===== src/rtl/pcie_tx_pkg.sv =====
// pcie_tx_pkg
// Shared definitions for the PCIe transmit arbiter slice.
//   TLP_W    : width of one transmit beat (64-bit AXI stream to the core)
//   NREQ_MAX : largest supported requester count
//   PTR_W    : width of a round-robin pointer able to address NREQ_MAX requesters
//   state_e  : arbiter FSM states
// Optional feature macro used by this slice: PCIE_TX_ARB_PRIORITY_EN
// (strict priority for requester 0, see pcie_tx_arbiter).
package pcie_tx_pkg;

    localparam int TLP_W    = 64;
    localparam int NREQ_MAX = 8;
    localparam int PTR_W    = $clog2(NREQ_MAX);

    typedef enum logic [0:0] {
        IDLE = 1'b0,
        XFER = 1'b1
    } state_e;

endpackage


===== src/rtl/pcie_rr_pick.sv =====
// pcie_rr_pick
// Combinational round-robin picker. Searches req_i starting at index ptr_i,
// wrapping from NREQ-1 back to 0, and returns the first set bit as a one-hot
// winner.
// Ports:
//   req_i    in  NREQ   request mask
//   ptr_i    in  PTR_W  search start index (must be < NREQ)
//   winner_o out NREQ   one-hot winner, zero when nothing requested
//   found_o  out 1      any request present
module pcie_rr_pick
    import pcie_tx_pkg::*;
#(
    parameter int NREQ = 3
) (
    input  logic [NREQ-1:0]  req_i,
    input  logic [PTR_W-1:0] ptr_i,
    output logic [NREQ-1:0]  winner_o,
    output logic             found_o
);

    localparam logic [NREQ-1:0] ONE = NREQ'(1);

    logic [NREQ-1:0]   rot_req;
    logic [NREQ-1:0]   rot_win;
    logic [2*NREQ-1:0] win_dbl;

    // Rotate the mask right by the pointer so the search always starts at
    // bit 0; the doubled vector supplies the wrapped-around bits.
    assign rot_req = NREQ'({req_i, req_i} >> ptr_i);

    // Isolate the lowest set bit of the rotated mask.
    assign rot_win = rot_req & (~rot_req + ONE);

    // Rotate the winner back left by the pointer into requester numbering.
    assign win_dbl  = {{NREQ{1'b0}}, rot_win} << ptr_i;
    assign winner_o = win_dbl[NREQ-1:0] | win_dbl[2*NREQ-1:NREQ];
    assign found_o  = |req_i;

endmodule


===== src/rtl/pcie_tx_arbiter.sv =====
// pcie_tx_arbiter
// Packet-level arbiter sharing the PCIe core transmit AXI stream between
// NREQ TLP sources (index 0 is the completion generator). A grant is held
// from the first beat of a packet through its tlast beat, so TLPs never
// interleave. Requesters are served round-robin.
// Optional feature: define PCIE_TX_ARB_PRIORITY_EN to give requester 0
// strict priority at every arbitration; the others stay round-robin.
// Ports:
//   clock             in  1        core user clock
//   reset_n           in  1        asynchronous active-low reset
//   req_tdata         in  NREQ*64  requester i on [64*i+63:64*i]
//   req_1dw           in  NREQ     beat carries only the low DW
//   req_tlast         in  NREQ     last beat of TLP
//   req_tvalid        in  NREQ     beat valid
//   req_tready        out NREQ     beat accepted (only the owner sees tready)
//   s_axis_tx_tdata   out 64       to core
//   s_axis_tx_1dw     out 1        to core
//   s_axis_tx_tlast   out 1        to core
//   s_axis_tx_tvalid  out 1        to core
//   s_axis_tx_tready  in  1        from core
//   grant             out NREQ     one-hot current owner, zero when idle
//   busy              out 1        a packet is owned
module pcie_tx_arbiter
    import pcie_tx_pkg::*;
#(
    parameter int NREQ = 3
) (
    input  logic                  clock,
    input  logic                  reset_n,
    input  logic [NREQ*TLP_W-1:0] req_tdata,
    input  logic [NREQ-1:0]       req_1dw,
    input  logic [NREQ-1:0]       req_tlast,
    input  logic [NREQ-1:0]       req_tvalid,
    output logic [NREQ-1:0]       req_tready,
    output logic [TLP_W-1:0]      s_axis_tx_tdata,
    output logic                  s_axis_tx_1dw,
    output logic                  s_axis_tx_tlast,
    output logic                  s_axis_tx_tvalid,
    input  logic                  s_axis_tx_tready,
    output logic [NREQ-1:0]       grant,
    output logic                  busy
);

    state_e            state_q, state_d;
    logic [NREQ-1:0]   grant_q, grant_d;
    logic [PTR_W-1:0]  ptr_q,   ptr_d;

    logic              in_xfer;
    logic [TLP_W-1:0]  req_data [NREQ];
    logic [TLP_W-1:0]  mux_data;
    logic              mux_1dw;
    logic              mux_last;
    logic              mux_valid;
    logic              last_hs;

    logic [PTR_W-1:0]  gidx;
    logic [PTR_W-1:0]  ptr_nxt;
    logic [PTR_W-1:0]  pick_ptr;
    logic [NREQ-1:0]   arb_req;
    logic [NREQ-1:0]   pick_req;
    logic [NREQ-1:0]   pick_win;
    logic              pick_found;
    logic [NREQ-1:0]   arb_win;
    logic              arb_found;

    assign in_xfer = (state_q == XFER);

    // ------------------------------------------------------------------
    // Data path: one-hot AND-OR mux driven straight from the grant register
    // ------------------------------------------------------------------
    for (genvar gi = 0; gi < NREQ; gi++) begin : g_unpack
        assign req_data[gi] = req_tdata[TLP_W*gi +: TLP_W];
    end

    always_comb begin
        mux_data  = '0;
        mux_1dw   = 1'b0;
        mux_last  = 1'b0;
        mux_valid = 1'b0;
        for (int i = 0; i < NREQ; i++) begin
            mux_data  = mux_data  | (req_data[i] & {TLP_W{grant_q[i]}});
            mux_1dw   = mux_1dw   | (req_1dw[i]    & grant_q[i]);
            mux_last  = mux_last  | (req_tlast[i]  & grant_q[i]);
            mux_valid = mux_valid | (req_tvalid[i] & grant_q[i]);
        end
    end

    assign s_axis_tx_tdata  = mux_data;
    assign s_axis_tx_1dw    = mux_1dw;
    assign s_axis_tx_tlast  = mux_last;
    assign s_axis_tx_tvalid = in_xfer & mux_valid;
    assign req_tready       = grant_q & {NREQ{in_xfer & s_axis_tx_tready}};

    assign last_hs = s_axis_tx_tvalid & s_axis_tx_tready & mux_last;

    // ------------------------------------------------------------------
    // Arbitration
    // ------------------------------------------------------------------
    // Index of the current owner, and the pointer that follows it.
    always_comb begin
        gidx = '0;
        for (int i = 0; i < NREQ; i++) begin
            if (grant_q[i]) begin
                gidx = PTR_W'(i);
            end
        end
    end

    assign ptr_nxt = (gidx == PTR_W'(NREQ - 1)) ? '0 : gidx + PTR_W'(1);

    // On the finishing beat the owner's tvalid still shows the beat being
    // consumed, so it is masked out of the re-arbitration.
    assign arb_req  = in_xfer ? (req_tvalid & ~grant_q) : req_tvalid;
    assign pick_ptr = in_xfer ? ptr_nxt : ptr_q;

`ifdef PCIE_TX_ARB_PRIORITY_EN
    localparam logic [NREQ-1:0] REQ0 = NREQ'(1);

    // Requester 0 bypasses the picker; the rest rotate among themselves.
    assign pick_req  = arb_req & ~REQ0;
    assign arb_win   = arb_req[0] ? REQ0 : pick_win;
    assign arb_found = arb_req[0] | pick_found;
`else
    assign pick_req  = arb_req;
    assign arb_win   = pick_win;
    assign arb_found = pick_found;
`endif

    pcie_rr_pick #(
        .NREQ (NREQ)
    ) u_pick (
        .req_i    (pick_req),
        .ptr_i    (pick_ptr),
        .winner_o (pick_win),
        .found_o  (pick_found)
    );

    // ------------------------------------------------------------------
    // FSM
    // ------------------------------------------------------------------
    always_ff @(posedge clock or negedge reset_n) begin
        if (!reset_n) begin
            state_q <= IDLE;
            grant_q <= '0;
            ptr_q   <= '0;
        end else begin
            state_q <= state_d;
            grant_q <= grant_d;
            ptr_q   <= ptr_d;
        end
    end

    always_comb begin
        state_d = state_q;
        grant_d = grant_q;
        ptr_d   = ptr_q;
        unique case (state_q)
            IDLE: begin
                if (arb_found) begin
                    grant_d = arb_win;
                    state_d = XFER;
                end
            end
            XFER: begin
                if (last_hs) begin
                    ptr_d = ptr_nxt;
                    if (arb_found) begin
                        grant_d = arb_win;
                    end else begin
                        grant_d = '0;
                        state_d = IDLE;
                    end
                end
            end
            default: begin
                state_d = IDLE;
                grant_d = '0;
            end
        endcase
    end

    assign grant = grant_q;
    assign busy  = in_xfer;

endmodule


===== config.mk =====
export PLATFORM = sky130hd
export DESIGN_NAME = pcie_tx_arbiter
export DESIGN_NICKNAME = d
export VERILOG_FILES = /design/src/rtl/pcie_tx_pkg.sv /design/src/rtl/pcie_rr_pick.sv /design/src/rtl/pcie_tx_arbiter.sv
export SDC_FILE = /design/constraint.sdc
export NUM_CORES = 1
export LEC_CHECK = 0
export ABC_CLOCK_PERIOD_IN_PS = 1700
export BUFFER_PORTS_ARGS = -buffer_cell sky130_fd_sc_hd__buf_2
export CORE_AREA = 2 2 108 110
export CTS_CLUSTER_SIZE = 30
export DETAILED_ROUTE_END_ITERATION = 8
export DIE_AREA = 0 0 110 112
export PLACE_DENSITY = 0.58
export REMOVE_ABC_BUFFERS = 1
export SLEW_MARGIN = 20
export SYNTH_ARGS = -nofsm -noshare
export SYNTH_HDL_FRONTEND = slang
export SYNTH_SLANG_ARGS = --single-unit

===== constraint.sdc =====
create_clock -name clock -period 1.7 [get_ports clock]
set_input_delay 0.255 -clock clock [delete_from_list [all_inputs] [get_ports clock]]
set_output_delay 0.255 -clock clock [all_outputs]
set_load 0.1 [all_outputs]

* Word level (Yosys, flattened, before mapping)
Cells that the tools add are included.
** Storage, ports and cells
- Register bits after elaboration :: 7
- Bits of input ports :: 204
- Word-level logic and storage cells :: 56
** Operators by class
- Reduce and logical (&&, ||, !) cells :: 3
- Add/sub/neg operators :: 2
- Equality and inequality tests :: 3
- Shift operators :: 2
- Bitwise logic cells :: 31
- Mux-type cells :: 12
** Operators with widths (count)
- $and 64x64->64 :: 3
- $or 64x64->64 :: 2
- $mux 3 :: 7
- $and 1x1->1 :: 13
- $and 3x3->3 :: 3
- $add 3x1->3 const B :: 2
- $not 3->3 :: 2
- $or 1x1->1 :: 6
- $pmux 3 s2 :: 1
- $shl 3x3->6 :: 1
- $shr 6x3->3 :: 1
- $reduce_and 2->1 :: 2
- $eq 3x2->1 const B :: 1
- $mux 1 :: 3
- $or 3x3->3 :: 1
- $reduce_or 3->1 :: 1
- $ne 2x1->1 const B :: 1
- $ne 2x2->1 const B :: 1
- $pmux 1 s2 :: 1
- $not 1->1 :: 1

* Depth between registers and ports, before layout
- Depth after elaboration :: 14
- Depth in mapped cells :: 8
- Mapped depth without buffers :: 6

* Cells and area by module
A second synthesis with hierarchy kept.
** Second synthesis, totals
- Cell total of the unflattened synthesis :: 217
- Area, all modules :: 1537.7 um^2
** Modules (own cells, without submodules)
- pcie_tx_arbiter :: cells an instance 200, sequential area each 175.2 um^2, times used 1, area an instance 1425.1 um^2
- pcie_rr_pick :: cells an instance 17, sequential area each 0.0 um^2, times used 1, area an instance 112.6 um^2

* Least setup slack after synthesis
No wires, ideal clock.
- Path type :: reg-to-output
- Start :: register state_q, in the netlist busy
- End :: output port s_axis_tx_tvalid
- Path slack :: -1.247 ns
- Stages on the path, launching flop included :: 5
- Arrival time :: 2.692 ns
- Path buffers :: 2
- Cells stage by stage :: dfrtp_1 > buf_6 > buf_4 > inv_1 > nor2_1
** Between the ends
- Word-level cells in the longest chain between the ends :: 1
** RTL lines
- start, declared :: RTL line pcie_tx_arbiter.sv:44 : state_e state_q, state_d;
- start signal, assigned :: RTL line pcie_tx_arbiter.sv:147 : state_q <= state_d;
- $and 1x1->1 :: RTL line pcie_tx_arbiter.sv:91 : assign s_axis_tx_tvalid = in_xfer & mux_valid;
- end, declared :: RTL line pcie_tx_arbiter.sv:38 : output logic s_axis_tx_tvalid,
Every way passes these cells.

* Final worst setup path
- Start :: register grant_q[1], in the netlist grant[1]
- End :: register grant_q[1], in the netlist grant[1]
** Between the ends
- Word-level cells in the longest chain between the ends :: 14
- Elaborated cells between the ends (all ways) :: 32
** RTL lines
- start, declared :: RTL line pcie_tx_arbiter.sv:45 : logic [NREQ-1:0] grant_q, grant_d;
- start signal, assigned :: RTL line pcie_tx_arbiter.sv:148 : grant_q <= grant_d;
- $mux 1 :: RTL line pcie_tx_arbiter.sv:103 : if (grant_q[i]) begin
- $mux 3 :: RTL line pcie_tx_arbiter.sv:103
- $add 3x1->3 or $eq 3x2->1 (tied branches) :: RTL line pcie_tx_arbiter.sv:109 : assign ptr_nxt = (gidx == PTR_W'(NREQ - 1)) ? '0 : gidx + PTR_W'(1);
- $mux 3 :: RTL line pcie_tx_arbiter.sv:109
- $mux 3 :: RTL line pcie_tx_arbiter.sv:114 : assign pick_ptr = in_xfer ? ptr_nxt : ptr_q;
- $shr 6x3->3 :: RTL line pcie_rr_pick.sv:29 : assign rot_req = NREQ'({req_i, req_i} >> ptr_i);
- $not 3->3 :: RTL line pcie_rr_pick.sv:32 : assign rot_win = rot_req & (~rot_req + ONE);
- $add 3x1->3 :: RTL line pcie_rr_pick.sv:32
- $and 3x3->3 :: RTL line pcie_rr_pick.sv:32
- $shl 3x3->6 :: RTL line pcie_rr_pick.sv:35 : assign win_dbl = {{NREQ{1'b0}}, rot_win} << ptr_i;
- $or 3x3->3 :: RTL line pcie_rr_pick.sv:36 : assign winner_o = win_dbl[NREQ-1:0] | win_dbl[2*NREQ-1:NREQ];
- $mux 3 :: RTL line pcie_tx_arbiter.sv:167 : if (arb_found) begin
- $mux 3 :: RTL line pcie_tx_arbiter.sv:165 : if (last_hs) begin
- $pmux 3 s2 :: RTL line pcie_tx_arbiter.sv:157 : unique case (state_q)
Parallel ways exist; a longest one is shown, timed or not. The select of a mux whose other input is x is not followed.
A chain may end at the register's enable or synchronous reset.

==> impl_metrics.json <==
{
  "dieHeight_microns": 112,
  "final_common_cell": "buf_2",
  "nets": 795,
  "htreeDepth": 1,
  "status": "finished with violations",
  "register_area_sq_um": 180,
  "clkTransAtPathRegs_ps": 40,
  "die-area_sq_mm": 0.0123,
  "io_pins": 278,
  "layout_common_cells": "203 x buf_2, 79 x buf_12, 70 x inv_1",
  "layout_min_cycle_time_ps": 2020,
  "grt_max_degree": 30,
  "clk_path_buf_depth": 2,
  "syn_area_sq_mm": 0.00185,
  "grt_overflow": 0,
  "fillers": 1055,
  "multi_input_area_sq_mm": 0.00135,
  "wl_mm": 13.2,
  "vias": 3745,
  "worstMarginPinSlew_ps": 450,
  "dpl.hpwl_mm": 10.1,
  "async_flop_share": 1.00,
  "synth_cell_types": 48,
  "crit_path_start_kind": "flip-flop",
  "arrival_ps": 2170,
  "die_w_microns": 110,
  "crit_type": "reg -> reg",
  "drive_above_1_share": 0.641,
  "critPathCaptureType": "flip-flop",
  "place_congestion": 0.933,
  "avgRoutedWirePerCell_microns": 17.9,
  "drt-initial-drc-count": 568,
  "grt_first_pass_wirelength_mm": 18.1,
  "drc": 0,
  "max_clock_freq_mhz": 495,
  "cts_tree": "built",
  "hp-class": "in -> async",
  "synthFlopType": "dfrtp_1",
  "row_count": 39,
  "pre_cts_slack_ps": -287,
  "fin_crit_sh": 1.19,
  "critPathRequiredTime_ps": 1850,
  "start_util": 0.166,
  "maxCapViolCount": 0,
  "area_growth_syn_to_layout_pct": 186,
  "rsz0062_at_grt": "true",
  "stdcell_area_sq_mm": 0.00529,
  "grt_pass1_vias": 3626,
  "fin_hold_ws_ps": 398,
  "postSynthCellCount": 264,
  "cts_buffers": 3,
  "insertion_delay_ps": 240,
  "final_antenna_net_count": 0,
  "core_sq_mm": 0.0112,
  "clkSinkCount": 7,
  "yosysWarningCount": 0,
  "fin_worst_skew_ps": 2.83,
  "drt-vias-per-instance": 5.10,
  "first_pass_iters": 7,
  "drv_slew": 0,
  "synth_edf_count": 0,
  "fin_ws_ps": -320,
  "dpl_cell_area_sq_mm": 0.00482,
  "ys_ff_latch": 7,
  "relSlewSlack": 0.697,
  "grt_usage": 0.186,
  "setup_viol": 70,
  "violations": "negative setup slack",
  "root_buffer": "clkbuf_16",
  "finish.utilization": 0.474,
  "hold_viol_final": 0,
  "synth_area_per_cell_sq_um": 7.02,
  "antenna_found_initial": 2,
  "port_buffers": 277,
  "crit_path_max_fanout": 7,
  "ys_seq_area_frac": 0.0945
}
==> repair_timing <==
action / CTS / global route
gates resized for setup: 12 / 32
gates cloned: 1 / 5
endpoints found under the setup margin: 71 / 72
buffers inserted: 5 / 4
endpoints found under the hold margin: 7 / 0
hold buffers: 1 / 0
pin swaps: 16 / 31
==> layout make-up <==
type	instances	share of cell area
multi-input cells	158	0.254
inverters	70	0.0496
flip-flops and latches	7	0.0340
well taps	143	0.0338
clock buffers	4	0.0149
diodes	2	0.000945
repair buffers	351	0.612
==> logic make-up (layout without fill, tap and decap cells) <==
logic type | Yosys count | count (layout) | synth area share
compound gates | 106 | 106 | 0.523
buf+inv | 99 | 425 | 0.213
simple gates | 46 | 46 | 0.136
flops | 7 | 7 | 0.0945
mux | 5 | 5 | 0.0277
xor+xnor | 1 | 1 | 0.00473
other cells | 0 | 2 | 0
==> metal layers <==
metal | global-route usage | vias up | share of wire
met2 | 0.324 | 234 | 0.49
met5 | 0 | - | 0
met4 | 0.0532 | 0 | 0.019
met1 | 0.231 | 1777 | 0.40
met3 | 0.0340 | 19 | 0.097
li1 | - | 1715 | -
==> cells in the mapped netlist (2+ instances only) <==
master | count | area [sq um]
o21ai_0 | 3 | 15.0
a21oi_1 | 4 | 20.0
nand2_1 | 8 | 30.0
a222oi_1 | 67 | 671
buf_4 | 4 | 30.0
buf_1 | 6 | 22.5
nand3_1 | 2 | 10.0
a211o_1 | 2 | 17.5
o21a_1 | 2 | 15.0
o21ai_1 | 4 | 20.0
o22ai_1 | 2 | 12.5
a221oi_1 | 2 | 17.5
nor3_1 | 4 | 20.0
a21o_1 | 3 | 22.5
o21bai_1 | 2 | 15.0
nor2_1 | 10 | 37.5
nand2b_1 | 7 | 43.8
nor2b_1 | 4 | 25.0
mux2i_1 | 4 | 40.0
inv_1 | 70 | 263
and3_1 | 2 | 12.5
dfrtp_1 | 7 | 175
a22oi_1 | 4 | 30.0
clkbuf_1 | 17 | 63.8
==> metrics by stage <==
stage                     std cells  TNS, ps
after floorplan                 235  -125810
after global placement          713    -1530
after detailed placement        713    -1880
after CTS                       724   -13920
after global routing            735   -18140
final                           735   -13990
==> sequential cells by signal, indices dropped and copies added, names as in the netlist <==
| name | cells |
|---|---|
| ptr_q | 3 |
| busy | 1 |
| grant | 3 |
==> critical path: stages, from the launching register on <==
cell and delay [ps]:
dfrtp_2 410, buf_12 150, buf_4 140, and3b_2 220, or2_4 260, a211oi_2 180, a21oi_2 70, or3_4 370
o221ai_2 120
==> path summary, 6_finish.rpt <==
check | end | startpoint | cells after the start | slack (ps)
min in group clock | busy | req_tvalid[1] | 4 | 500
max in group asynchronous | busy | reset_n | 2 | 1100
min | ptr_q[1] | reset_n | 2 | 400
min reg2reg | ptr_q[2] | ptr_q[2] | 1 | 570
max | grant[1] | grant[1] | 8 | -320
max reg2reg | grant[1] | grant[1] | 8 | -320
Power is left out: the tool's default activity adds up to more than one toggle a clock period on the data nets, which glitch-free logic cannot reach.
